File: config.mk
export PLATFORM = sky130hd
export DESIGN_NAME = flag_window_monitor
export DESIGN_NICKNAME = d
export VERILOG_FILES = /design/src/rtl/flag_window_monitor_pkg.sv /design/src/rtl/flag_win_timer.sv /design/src/rtl/flag_window_monitor.sv
export SDC_FILE = /design/constraint.sdc
export NUM_CORES = 1
export LEC_CHECK = 0
export CAP_MARGIN = 25
export CORE_MARGIN = 8
export CORE_UTILIZATION = 30
export DETAILED_ROUTE_END_ITERATION = 8
export GPL_TIMING_DRIVEN = 0
export PLACE_DENSITY_LB_ADDON = 0.12
export SYNTH_ARGS = -nofsm -noshare
export SYNTH_HDL_FRONTEND = slang
export SYNTH_SLANG_ARGS = --single-unit
File: constraint.sdc
create_clock -name clk -period 5.2 [get_ports clk]
set_clock_uncertainty 0.1 [all_clocks]
set_input_delay 1.04 -clock clk [delete_from_list [all_inputs] [get_ports clk]]
set_output_delay 1.04 -clock clk [all_outputs]
set_load 0.02 [all_outputs]
File: src/rtl/flag_window_monitor_pkg.sv
// Shared types and constants for the flag window monitor.
package flag_window_monitor_pkg;
  typedef enum logic {IDLE = 1'b0, RUN = 1'b1} state_t;

  localparam int CNT_W       = 8;
  localparam int WIN_LEN_DEF = 64;
  localparam int THRESH_DEF  = 4;

  localparam logic [CNT_W-1:0] CNT_MAX = '1;
endpackage

File: src/rtl/flag_win_timer.sv
// Window index counter; flags the last cycle (index WIN_LEN-1) of a running window.
module flag_win_timer #(
  parameter int WIN_LEN = 64
) (
  input  logic clk,
  input  logic rst,
  input  logic start,
  input  logic run,
  output logic win_end
);
  localparam int IDX_W = $clog2(WIN_LEN);
  localparam logic [IDX_W-1:0] LAST = IDX_W'(WIN_LEN - 1);

  logic [IDX_W-1:0] idx;

  assign win_end = run && (idx == LAST);

  // The start cycle is index 0, so the following cycle is already index 1.
  always_ff @(posedge clk or negedge rst) begin
    if (!rst)         idx <= '0;
    else if (start)   idx <= IDX_W'(1);
    else if (run)     idx <= win_end ? '0 : idx + IDX_W'(1);
    else              idx <= '0;
  end
endmodule

File: src/rtl/flag_window_monitor.sv
// Counts flag events per fixed-length window and raises irq on reports at or above THRESH.
module flag_window_monitor
  import flag_window_monitor_pkg::*;
#(
  parameter int WIN_LEN = WIN_LEN_DEF,
  parameter int THRESH  = THRESH_DEF
) (
  input  logic             clk,
  input  logic             rst,
  input  logic             flag,
  input  logic             ack,
  output logic [CNT_W-1:0] rpt_cnt,
  output logic             irq,
  output logic             overrun,
  output logic             busy
);
  localparam logic [CNT_W-1:0] THRESH_V = CNT_W'(THRESH);

  state_t           state, state_nxt;
  logic [CNT_W-1:0] cnt, cnt_nxt, rpt_nxt, result;
  logic             irq_nxt, ovr_nxt;
  logic             start, run, win_end;

  assign start = (state == IDLE) && flag;
  assign run   = (state == RUN);
  assign busy  = (state == RUN);

  flag_win_timer #(.WIN_LEN(WIN_LEN)) u_timer (
    .clk     (clk),
    .rst     (rst),
    .start   (start),
    .run     (run),
    .win_end (win_end)
  );

  always_ff @(posedge clk or negedge rst) begin
    if (!rst) begin
      state   <= IDLE;
      cnt     <= '0;
      rpt_cnt <= '0;
      irq     <= 1'b0;
      overrun <= 1'b0;
    end else begin
      state   <= state_nxt;
      cnt     <= cnt_nxt;
      rpt_cnt <= rpt_nxt;
      irq     <= irq_nxt;
      overrun <= ovr_nxt;
    end
  end

  always_comb begin
    state_nxt = state;
    cnt_nxt   = cnt;
    rpt_nxt   = rpt_cnt;
    irq_nxt   = irq;
    ovr_nxt   = overrun;
    result    = (cnt == CNT_MAX) ? cnt : cnt + CNT_W'(flag);
    if (ack && irq) begin
      irq_nxt = 1'b0;
      ovr_nxt = 1'b0;
    end
    case (state)
      IDLE: begin
        if (flag) begin
          state_nxt = RUN;
          cnt_nxt   = CNT_W'(1);
        end
      end
      RUN: begin
        if (win_end) begin
          cnt_nxt = '0;
          if (result == '0) begin
            state_nxt = IDLE;
          end else if (!irq || ack) begin
            // Acceptance decision uses the irq seen in this cycle, before any ack clear.
            rpt_nxt = result;
            irq_nxt = (result >= THRESH_V);
          end else begin
            ovr_nxt = 1'b1;
          end
        end else begin
          cnt_nxt = result;
        end
      end
      default: state_nxt = IDLE;
    endcase
  end
endmodule

# [Yosys cells after proc, flatten, opt, wreduce, memory -nomap -nowiden]
# Cells that the tools add are included.
[word_totals] ff_bits=25 inputBits=4 output_inout_bits=11 wordCells=42
[classes] n_addsub=2 order_cmp=1 n_eq_ne=3 mux=21 bitwise_logic=2 n_reduce_logical=7
[ops] op="two-way mux 8 bit" count=3
[ops] op="two-way mux 6 bit" count=3
[ops] op="one-hot mux 8 bit (2 select lines)" count=1
[ops] op="two-way mux 1 bit" count=13
[ops] op="adder 8 x 1 -> 8 bit" count=1
[ops] op="== test 8 bit, second input constant" count=1
[ops] op="greater-or-equal comparator 8 x 3 -> 1 bit, second input constant" count=1
[ops] op="zero test 8 bit" count=1
[ops] op="adder 6 x 1 -> 6 bit, second input constant" count=1
[ops] op="== test 6 bit, second input constant" count=1
[ops] op="AND reduction 4 bit" count=1
[ops] op="logical AND 1 bit" count=3
[ops] op="inequality test 2 bit, second input constant" count=1
[ops] op="inverter 1 bit" count=2
[ops] op="one-hot mux 1 bit (2 select lines)" count=1
[ops] op="zero test 1 bit" count=1
[ops] op="logical OR 1 bit" count=1

# [Depth between registers and ports, before layout]
[depth] depth_word=7 depth_mapped=9 ltp_nobuf=7

# [Modules after synthesis]
# A second synthesis with hierarchy kept.
[unflattened] hier_cells=139 area_unflattened_um2=1403.8
[by_module_without_submodules] module="flag_window_monitor" instances=1 cells_each=112 area_each_um2=1101.1 seq_area_each_um2=475.5
[by_module_without_submodules] module="flag_win_timer" instances=1 cells_each=27 area_each_um2=302.8 seq_area_each_um2=150.1

# [Worst setup path before layout]
# OpenSTA, ideal clock, no wires.
[synth_path] kind="input-to-reg" startpoint="input port flag" endpoint="register rpt_cnt[0]" setup_ns=0.125 t_arrival_ns=2.751 required_time_ns=4.975 slack_ns=2.224 path_stages=9 n_path_buf=2 cell_sequence="ha_1 ha_1 clkbuf_1 nand3b_1 mux2i_1 o22ai_2 o31a_1 buf_6 mux2_4"
[synth_between] elab_chain_len=5
[synth_lines] element="start, declared" line="flag_window_monitor.sv:10" source="input logic flag,"
[synth_lines] element="adder 8 x 1 -> 8 bit *" line="flag_window_monitor.sv:58" source="result = (cnt == CNT_MAX) ? cnt : cnt + CNT_W'(flag);"
[synth_lines] element="two-way mux 8 bit *" line="flag_window_monitor.sv:58"
[synth_lines] element="zero test 8 bit" line="flag_window_monitor.sv:73" source="if (result == '0) begin"
[synth_lines] element="inverter 1 bit (no source line)"
[synth_lines] element="AND reduction 4 bit (no source line)"
[synth_lines] element="end signal, assigned" line="flag_window_monitor.sv:46" source="rpt_cnt <= rpt_nxt;"
[synth_lines] element="end, declared" line="flag_window_monitor.sv:12" source="output logic [CNT_W-1:0] rpt_cnt,"
# Every way passes the cells marked *; elsewhere a longest branch is shown, timed or not.
# A chain may end at the register's enable or synchronous reset.

# [Final worst setup path]
[layout_path] startpoint="input port flag" endpoint="register rpt_cnt[3]"
# Same word-level chain as after synthesis.

==> results.py <==
metrics = {
    "yosys": {
        "syn-num-nets": 139,
        "ys_ff_latch": 25,
        "synth_cell_type_count": 38,
        "synth_flop_cell": "dfrtp_1",
        "ys_seq_area_frac": 0.449,
        "synth_enable_flop_cells": 0,
        "syn_inst": 132,
        "yosys_warnings": 0,
        "synth_area_per_cell_um2": 10.5,
        "netlist_area_um2": 1390,
        "async_flop_share": 1.00,
    },
    "sta": {
        "period_share": 0.681,
        "setup_tns_ns": 0,
        "finalSetupViolations": 0,
        "finalMaxSlewViolations": 0,
        "maxSlewHeadroom": 0.495,
        "rsz0062_at_grt": "no",
        "tightest_slew_ns": 0.755,
        "max_freq_ghz": 0.282,
        "hold_violations": 0,
        "min_period_ns": 3.54,
    },
    "floorplan": {
        "die_x_um": 84.1,
        "rows": 24,
        "core-area_um2": 4410,
        "boundaryPins": 15,
        "start_util": 0.315,
        "dieArea_um2": 7080,
        "die_y_um": 84.1,
    },
    "placed_design": {
        "gp_congestion": 0.810,
        "dp_hpwl_um": 2300,
        "place_inst": 199,
        "io_buffer_count": 14,
        "dpl_cell_area_um2": 1610,
    },
    "final_layout": {
        "diodes": 0,
        "fill_cells": 441,
        "drive_above_1_share": 0.146,
        "postLayoutCellArea_um2": 1660,
        "syn_to_final_growth_pct": 19.0,
        "nets": 159,
        "fin_cells": 203,
    },
    "cts": {
        "post_cts_resized": 0,
        "postCtsHoldBufs": 0,
        "cts_setup_buffers": 0,
        "cts_tree": "done",
        "root_buffer": "clkbuf_8",
        "cts.sinks": 25,
        "clkTransAtPathRegs_ns": 0.09,
        "insertion_delay_ns": 0.27,
        "clk_path_buf_depth": 2,
        "cts_max_level": 1,
        "cts_buffers": 3,
    },
    "pwr": {
        "cellLeakagePower_nw": 0.729,
        "report.power.total_mw": 0.786,
        "ir_drop_mv": 0.180,
        "power-per-cell-area_nw_per_um2": 474,
    },
    "critical_path": {
        "critPathMaxFanout": 8,
        "end_kind": "register",
        "start_kind": "primary input",
        "crit_required_ns": 5.26,
        "arrival_ns": 3.60,
        "worstSetupPathType": "primary input to register",
    },
    "status": {
        "status": "completed",
    },
    "drt": {
        "vias": 1050,
        "wl_um": 3110,
        "viasPerCell": 5.17,
        "detail_route.drc_violations": 0,
        "firstDrtPassIters": 4,
        "avgRoutedWirePerCell_um": 15.3,
        "final_antenna_net_count": 0,
        "initialDrtViolationCount": 15,
    },
    "global_routing": {
        "grt_pass1_vias": 1109,
        "grt_max_degree": 15,
        "antenna_found_initial": 0,
        "grt_pass1_wl_um": 5380,
        "track_usage": 0.0919,
        "globalRoute.totalOverflow": 0,
    },
    "hold_path": {
        "hold_path.class": "register to register",
    },
    "job": {
        "maxCapViolCount": 0,
    },
}
-- area by class of cell --
| cell class | instances | area (µm²) | area share |
|---|---|---|---|
| clock buffer | 4 | 45.0 | 0.0272 |
| multi-input combinational | 96 | 703 | 0.424 |
| sequential | 25 | 626 | 0.377 |
| timing repair buffer | 15 | 155 | 0.0936 |
| inverter | 5 | 18.8 | 0.0113 |
| buffer | 6 | 45.0 | 0.0272 |
| tap | 52 | 65.1 | 0.0392 |
-- final timing paths --
| kind | start | endpoint | slack, ns | cells after the start |
|---|---|---|---|---|
| max in group asynchronous | rst | u_timer.idx[0] | 3.44 | 2 |
| hold / removal | u_timer.idx[0] | u_timer.idx[0] | 0.39 | 1 |
| hold reg to reg | u_timer.idx[0] | u_timer.idx[0] | 0.39 | 1 |
| setup reg to reg | cnt[0] | rpt_cnt[3] | 2.58 | 9 |
| setup / recovery | flag | rpt_cnt[3] | 1.66 | 10 |
| min in group asynchronous | rst | rpt_cnt[1] | 1.04 | 1 |
-- cells by family (layout without fill, tap and decap cells) --
| kind of cell | count (synthesis) | after routing | share of synthesized area |
|---|---|---|---|
| AO/OA/AOI/OAI | 32 | 32 | 0.162 |
| XOR/XNOR | 5 | 5 | 0.0315 |
| adder cells (fa/ha/maj) | 3 | 3 | 0.0270 |
| buffers and inverters | 11 | 30 | 0.0458 |
| flip-flops | 25 | 25 | 0.449 |
| multiplexers | 9 | 9 | 0.0827 |
| AND/OR/NAND/NOR | 47 | 47 | 0.202 |
-- power breakdown --
group	switching, mW	internal [mW]	total [mW]
logic	0.180	0.168	0.348
clock network	0.0612	0.0548	0.116
registers	0.0582	0.264	0.322
-- registers in the layout, indices dropped and copies added (netlist names) --
| name | cells |
|---|---|
| cnt | 8 |
| rpt_cnt | 8 |
| u_timer.idx | 6 |
| busy | 1 |
| irq | 1 |
| overrun | 1 |
-- cell usage after synthesis, drive strengths merged (3+ instances only) --
cell type,n,area [µm²]
xnor2,3,26.3
nand3,8,50.1
buf,4,37.5
nand2,6,22.5
a21o,3,22.5
inv,5,18.8
nand4,4,40.0
a21oi,5,25.0
o21ai,10,50.1
a22o,4,35.0
ha,3,37.5
dfrtp,25,626
nor2,12,45.0
and3,3,18.8
o2bb2ai,3,26.3
and2,3,18.8
mux2i,4,40.0
mux2,5,75.1
-- through the flow --
step	worst slack [ns]	utilization	hold WS [ns]
detailed placement	1.37	0.365	0.381
global route	1.46	0.376	0.435
CTS	1.65	0.376	0.394
floorplan	2.22	-	0.355
global placement	1.37	0.362	0.380
finish	1.66	0.376	0.393
-- critical path, stage by stage --
cell and delay (ns):
clkdlybuf4s50_1 0.59, ha_1 0.29, ha_1 0.17, clkbuf_1 0.30, nand3_1 0.12, mux2i_1 0.17
o22ai_2 0.13, o31a_1 0.32, buf_6 0.15, mux2_4 0.29
-- metal layers --
metal | track usage | share of wire | wire [µm]
met4 | 0.0377 | 0.0093 | 29
met2 | 0.150 | 0.49 | 1530
met3 | 0.0155 | 0.026 | 82
met5 | 0 | 0 | 0
met1 | 0.117 | 0.47 | 1470
-- cell usage in the layout, fill, tap and decap left out, types with 4 or more instances in the layout --
| master | instances |
|---|---|
| a22o_1 | 4 |
| o21ai_0 | 10 |
| dfrtp_1 | 25 |
| a21oi_1 | 5 |
| mux2i_1 | 4 |
| nand2_1 | 6 |
| inv_1 | 5 |
| mux2_4 | 5 |
| clkdlybuf4s50_1 | 14 |
| nand3_1 | 6 |
| nor2_1 | 12 |
Power figures use the tool's default switching activity.
